===== config.mk =====
export PLATFORM = sky130hd
export DESIGN_NAME = bus_arbiter
export DESIGN_NICKNAME = d
export VERILOG_FILES = /design/src/rtl/bus_pkg.sv /design/src/rtl/sync_ff2.sv /design/src/rtl/bus_arbiter.sv
export SDC_FILE = /design/constraint.sdc
export NUM_CORES = 1
export LEC_CHECK = 0
export CORE_UTILIZATION = 50
export CTS_CLUSTER_SIZE = 16
export DETAILED_ROUTE_END_ITERATION = 12
export HOLD_SLACK_MARGIN = 0.08
export PLACE_DENSITY = 0.87
export SYNTH_ARGS = -nofsm -noshare
export SYNTH_HDL_FRONTEND = slang
export SYNTH_SLANG_ARGS = --single-unit

===== constraint.sdc =====
create_clock -name clk16 -period 3.85 [get_ports clk16]
set_input_delay 0.77 -clock clk16 [delete_from_list [all_inputs] [get_ports clk16]]
set_output_delay 0.77 -clock clk16 [all_outputs]
set_load 0.01 [all_outputs]

===== src/rtl/bus_pkg.sv =====
// Shared tick-slot boundaries, Pi FSM state encoding and output bundle for bus_arbiter.
package bus_pkg;

  localparam int unsigned TICK_W = 4;

  localparam logic [TICK_W-1:0] TICK_LAST    = TICK_W'(15);
  localparam logic [TICK_W-1:0] PI_FIRST     = TICK_W'(0);
  localparam logic [TICK_W-1:0] PI_LAST      = TICK_W'(3);
  localparam logic [TICK_W-1:0] PI_STB_FIRST = TICK_W'(1);
  localparam logic [TICK_W-1:0] PI_STB_LAST  = TICK_W'(2);
  localparam logic [TICK_W-1:0] VID_FIRST    = TICK_W'(4);
  localparam logic [TICK_W-1:0] VID_LAST     = TICK_W'(7);
  localparam logic [TICK_W-1:0] VRAM_TICK    = TICK_W'(5);
  localparam logic [TICK_W-1:0] VROM_TICK    = TICK_W'(7);
  localparam logic [TICK_W-1:0] CPU_FIRST    = TICK_W'(8);
  localparam logic [TICK_W-1:0] PHI2_FIRST   = TICK_W'(10);

  typedef enum logic [1:0] {
    IDLE   = 2'd0,
    ARMED  = 2'd1,
    ACCESS = 2'd2,
    DONE   = 2'd3
  } pi_state_e;

  typedef struct packed {
    logic clk8;
    logic pi_select;
    logic pi_read;
    logic pi_write;
    logic pi_done;
    logic video_select;
    logic video_ram_strobe;
    logic video_rom_strobe;
    logic cpu_select;
    logic phi2;
  } bus_out_t;

  localparam bus_out_t OUT_RESET = '{clk8: 1'b1, default: 1'b0};

  function automatic logic tick_in(input logic [TICK_W-1:0] t,
                                   input logic [TICK_W-1:0] lo,
                                   input logic [TICK_W-1:0] hi);
    return (t >= lo) && (t <= hi);
  endfunction

endpackage


===== src/rtl/sync_ff2.sv =====
// Two-flop synchronizer for a level crossing into the clk16 domain.
module sync_ff2 (
  input  logic clk16,
  input  logic res_b,
  input  logic d,
  output logic q
);

  logic meta_q, meta_d;
  logic sync_q, sync_d;

  always_comb begin
    meta_d = d;
    sync_d = meta_q;
  end

  always_ff @(posedge clk16 or negedge res_b) begin
    if (!res_b) begin
      meta_q <= 1'b0;
      sync_q <= 1'b0;
    end else begin
      meta_q <= meta_d;
      sync_q <= sync_d;
    end
  end

  assign q = sync_q;

endmodule


===== src/rtl/bus_arbiter.sv =====
// 16-tick bus cycle arbiter: fixed Pi / video / CPU slots plus a Pi request handshake FSM.
// Every port is a flop loaded from the decode of the next tick and next FSM state.
module bus_arbiter
  import bus_pkg::*;
(
  input  logic clk16,
  input  logic res_b,
  input  logic pi_pending,
  input  logic pi_rw_b,
  output logic clk8,
  output logic pi_select,
  output logic pi_read,
  output logic pi_write,
  output logic pi_done,
  output logic video_select,
  output logic video_ram_strobe,
  output logic video_rom_strobe,
  output logic cpu_select,
  output logic phi2
);

  logic [TICK_W-1:0] tick_q, tick_d;
  logic              run_q, run_d;
  pi_state_e         state_q, state_d;
  logic              rw_q, rw_d;
  bus_out_t          out_q, out_d;
  logic              pend_s;
  logic              strobe_slot;

  sync_ff2 u_sync (
    .clk16 (clk16),
    .res_b (res_b),
    .d     (pi_pending),
    .q     (pend_s)
  );

  // First edge after reset presents tick 0; counting starts on the next one.
  always_comb begin
    run_d  = 1'b1;
    tick_d = run_q ? tick_q + TICK_W'(1) : '0;
  end

  always_comb begin
    state_d = state_q;
    rw_d    = rw_q;
    case (state_q)
      IDLE:    if (pend_s) state_d = (tick_q == TICK_LAST) ? ACCESS : ARMED;
      ARMED:   if (!pend_s) state_d = IDLE;
               else if (tick_q == TICK_LAST) state_d = ACCESS;
      ACCESS:  if (tick_q == PI_LAST) state_d = DONE;
      DONE:    if (!pend_s) state_d = IDLE;
      default: state_d = IDLE;
    endcase
    // Direction is captured once, as the access slot begins.
    if ((state_d == ACCESS) && (state_q != ACCESS)) rw_d = pi_rw_b;
  end

  always_comb begin
    out_d                  = '0;
    strobe_slot            = (state_d == ACCESS) && tick_in(tick_d, PI_STB_FIRST, PI_STB_LAST);
    out_d.clk8             = ~tick_d[0];
    out_d.pi_select        = tick_in(tick_d, PI_FIRST, PI_LAST);
    out_d.pi_read          = strobe_slot & rw_d;
    out_d.pi_write         = strobe_slot & ~rw_d;
    out_d.pi_done          = (state_d == DONE);
    out_d.video_select     = tick_in(tick_d, VID_FIRST, VID_LAST);
    out_d.video_ram_strobe = (tick_d == VRAM_TICK);
    out_d.video_rom_strobe = (tick_d == VROM_TICK);
    out_d.cpu_select       = (tick_d >= CPU_FIRST);
    out_d.phi2             = (tick_d >= PHI2_FIRST);
  end

  always_ff @(posedge clk16 or negedge res_b) begin
    if (!res_b) begin
      tick_q  <= '0;
      run_q   <= 1'b0;
      state_q <= IDLE;
      rw_q    <= 1'b1;
      out_q   <= OUT_RESET;
    end else begin
      tick_q  <= tick_d;
      run_q   <= run_d;
      state_q <= state_d;
      rw_q    <= rw_d;
      out_q   <= out_d;
    end
  end

  assign clk8             = out_q.clk8;
  assign pi_select        = out_q.pi_select;
  assign pi_read          = out_q.pi_read;
  assign pi_write         = out_q.pi_write;
  assign pi_done          = out_q.pi_done;
  assign video_select     = out_q.video_select;
  assign video_ram_strobe = out_q.video_ram_strobe;
  assign video_rom_strobe = out_q.video_rom_strobe;
  assign cpu_select       = out_q.cpu_select;
  assign phi2             = out_q.phi2;

endmodule


==> results.sh <==
export IMPL_syn_nets=79
export IMPL_cts_hold_buf=0
export IMPL_critPathRequiredTime_ns=3.08
export IMPL_ir_worst_vdd_mv=0.2415
export IMPL_rr_worst_depth=5
export IMPL_finalClockSkew_ns=0.0007555
export IMPL_cts_tree="yes"
export IMPL_die_area_mm2=0.001873
export IMPL_clk_latency_ns=0.29
export IMPL_numCtsBuffers=3
export IMPL_cap_violations=0
export IMPL_min_to="u_sync.q$_DFF_PN0_"
export IMPL_mostFrequentLayoutCell="dfrtp_1"
export IMPL_met1_length_um=608
export IMPL_cp_num_buf_inv=1
export IMPL_timing_rr_start="tick_q[0]$_DFF_PN0_"
export IMPL_setup_viol=0
export IMPL_crit_arrival_ns=1.35
export IMPL_hpwl_um=1014
export IMPL_final_cell_mix="dfrtp_1 (18), clkdlybuf4s50_1 (13), nor2_1 (7)"
export IMPL_gp_congestion=0.8055
export IMPL_pre_cts_ws_ns=2.019
export IMPL_viasPerCell=5.615
export IMPL_seq_area_um2=503.0
export IMPL_routed_wl_um=1398
export IMPL_clk_pin_slew_ns=0.09
export IMPL_relSlewSlack_pct=45.55
export IMPL_final_max_slew_violation_count=0
export IMPL_period_minus_slack_ns=2.117
export IMPL_wl_met2_um=673
export IMPL_n_fill_cell=130
export IMPL_power_mw=0.3588
export IMPL_r2r_slack_ns=2.24
export IMPL_area_growth_pct=18.80
export IMPL_cp_slowest_stage_delay_ns=0.53
export IMPL_grt_total_usage_pct=18.42
export IMPL_hold_violations=0
export IMPL_grt_pass1_wl_um=2387
export IMPL_finalSetupTns_ns=0
export IMPL_vias=584
export IMPL_ys_ff_latch=20
export IMPL_tightest_slew_ns=0.8142
export IMPL_synth_seq_area_share_pct=59.03
export IMPL_initial_core_util_pct=55.28
export IMPL_cts_path_max_buffers=2
export IMPL_clock_sinks=20
export IMPL_first_pass_iters=4
export IMPL_critPathMaxFanout=1
export IMPL_numPlacedInstances=101
export IMPL_fin_ws_ns=1.733
export IMPL_remaining_drc_errors=0
export IMPL_rows=14
export IMPL_r2r_end="pi_read$_DFF_PN0_"
export IMPL_yosysUniqueCellTypes=31
export IMPL_avgRoutedWirePerCell_um=13.44
export IMPL_die_width_um=43.28
export IMPL_yosysWarnings=0
export IMPL_final_period_utilization_pct=54.99
export IMPL_yosys_area_top_type="dfrtp_1"
export IMPL_drt_iter0_drc=9
export IMPL_hp_class="flip-flop to flip-flop"
export IMPL_drive_gt1_share_pct=12.50
export IMPL_power_density_mw_per_mm2=354.5
export IMPL_synth_area_leaders="dfrtp_1 (53%), dfstp_2 (6.2%), and2_1 (4.4%)"
export IMPL_p_leak_nw=0.4463
export IMPL_path_class="flip-flop to output port"
export IMPL_cts_resized=0
export IMPL_cp_slowest_cell="dfstp_2"
export IMPL_antenna_found_initial=0
export IMPL_path_delay_family="flip-flops"
export IMPL_ios=14
export IMPL_wl_met3_um=88
export IMPL_syn_area_um2=852.1
export IMPL_synthCells=74
export IMPL_cts_setup_buffers=0
export IMPL_max_clock_freq_ghz=0.4723
export IMPL_hold_path_startpoint="u_sync.meta_q$_DFF_PN0_"
export IMPL_postSynthAreaPerCell_um2=11.51
export IMPL_yosysTopAreaCellShare_pct=52.86
export IMPL_n_antenna_cell=0
export IMPL_grt_max_degree=21
export IMPL_fin_hold_ws_ns=0.3606
export IMPL_path_cells="clkdlybuf4s50_1"
export IMPL_cts_max_level=1
export IMPL_fin_nets=95
export IMPL_rsz0062_at_grt="no"
export IMPL_antenna_left=0
export IMPL_gr_total_overflow=0
export IMPL_instances_no_fill=104
export IMPL_io_buffers=13
export IMPL_min_path_cells=0
export IMPL_start_kind="flip-flop"
export IMPL_status="completed"
export IMPL_die_y_um=43.28
export IMPL_multiInputGateArea_um2=317.8
export IMPL_grt_pass1_vias=564
export IMPL_routed_top_layer="met4"
export IMPL_root_buffer="clkbuf_4"
export IMPL_crit_path_end_kind="output port"
export IMPL_core_area_mm2=0.001541
==> cell type report <==
| type | count | area share, % |
|---|---|---|
| flip-flops and latches | 20 | 49.69 |
| multi-input cells | 47 | 31.40 |
| repair buffers | 13 | 12.86 |
| clock buffers | 3 | 2.225 |
| well taps | 16 | 1.978 |
| inverters | 5 | 1.854 |
==> registers in the layout, summed over array words and instances, names as in the netlist <==
name / cells
tick_q: 4
state_q: 2
clk8: 1
cpu_select: 1
phi2: 1
pi_done: 1
pi_read: 1
pi_select: 1
pi_write: 1
run_q: 1
rw_q: 1
u_sync.meta_q: 1
u_sync.q: 1
video_ram_strobe: 1
video_rom_strobe: 1
video_select: 1
==> synth_stat cells (all sizes together) <==
cell and n:
a211oi 1, a21oi 3, a22oi 1, and2 6
and2b 1, and3 1, buf 2, conb 1
dfrtp 18, dfstp 2, ha 1, inv 5
mux2 1, mux2i 1, nand2 4, nand2b 3
nand3 1, nor2 7, nor2b 2, nor3 2
nor4 1, nor4b 2, o21ai 2, o221a 1
o22ai 2, o32ai 1, xnor2 2
==> layer usage <==
metal / vias to the layer above / track usage (%)
li1: 277 / -
met1: 277 / 18.94
met2: 26 / 31.34
met3: 4 / 4.255
met4: 0 / 14.55
met5: - / 0
==> cell families (layout without fill, tap and decap cells) <==
| group | Yosys count | after routing | share of synthesized area (%) |
|---|---|---|---|
| compound gates | 11 | 11 | 9.545 |
| xor+xnor | 2 | 2 | 2.056 |
| fa+ha+maj | 1 | 1 | 1.468 |
| buf+inv | 7 | 21 | 3.671 |
| flops | 20 | 20 | 59.03 |
| mux | 2 | 2 | 2.496 |
| other cells | 1 | 1 | 0.4401 |
| simple gates | 30 | 30 | 21.29 |
==> power breakdown <==
| group | internal (mW) | switching (mW) |
|---|---|---|
| combinational | 0.0207 | 0.0205 |
| clock | 0.0365 | 0.0562 |
| sequential | 0.218 | 0.00727 |
| total | 0.275 | 0.0840 |
==> per-stage QoR <==
| step | util, % | area, um2 |
|---|---|---|
| 2_1_floorplan | - | 852.1 |
| 3_3_place_gp | 64.20 | 989.7 |
| 3_5_place_dp | 64.20 | 989.7 |
| 4_1_cts | 65.67 | 1012 |
| 5_1_grt | 65.67 | 1012 |
| 6_report | 65.67 | 1012 |
==> how the worst max path moves through the flow <==
stage,startpoint,to,slack [ns],cells past startpoint
after CTS,clk8$_DFF_PN1_,clk8,1.72,1
after global placement,res_b,state_q[1]$_DFF_PN0_,2.02,1
after global routing,clk8$_DFF_PN1_,clk8,1.70,1
final,clk8$_DFF_PN1_,clk8,1.73,1
after floorplan,tick_q[0]$_DFF_PN0_,pi_read$_DFF_PN0_,2.38,5
after detailed placement,res_b,pi_done$_DFF_PN0_,2.02,1
No activity file was read; power rests on OpenSTA's default activity.
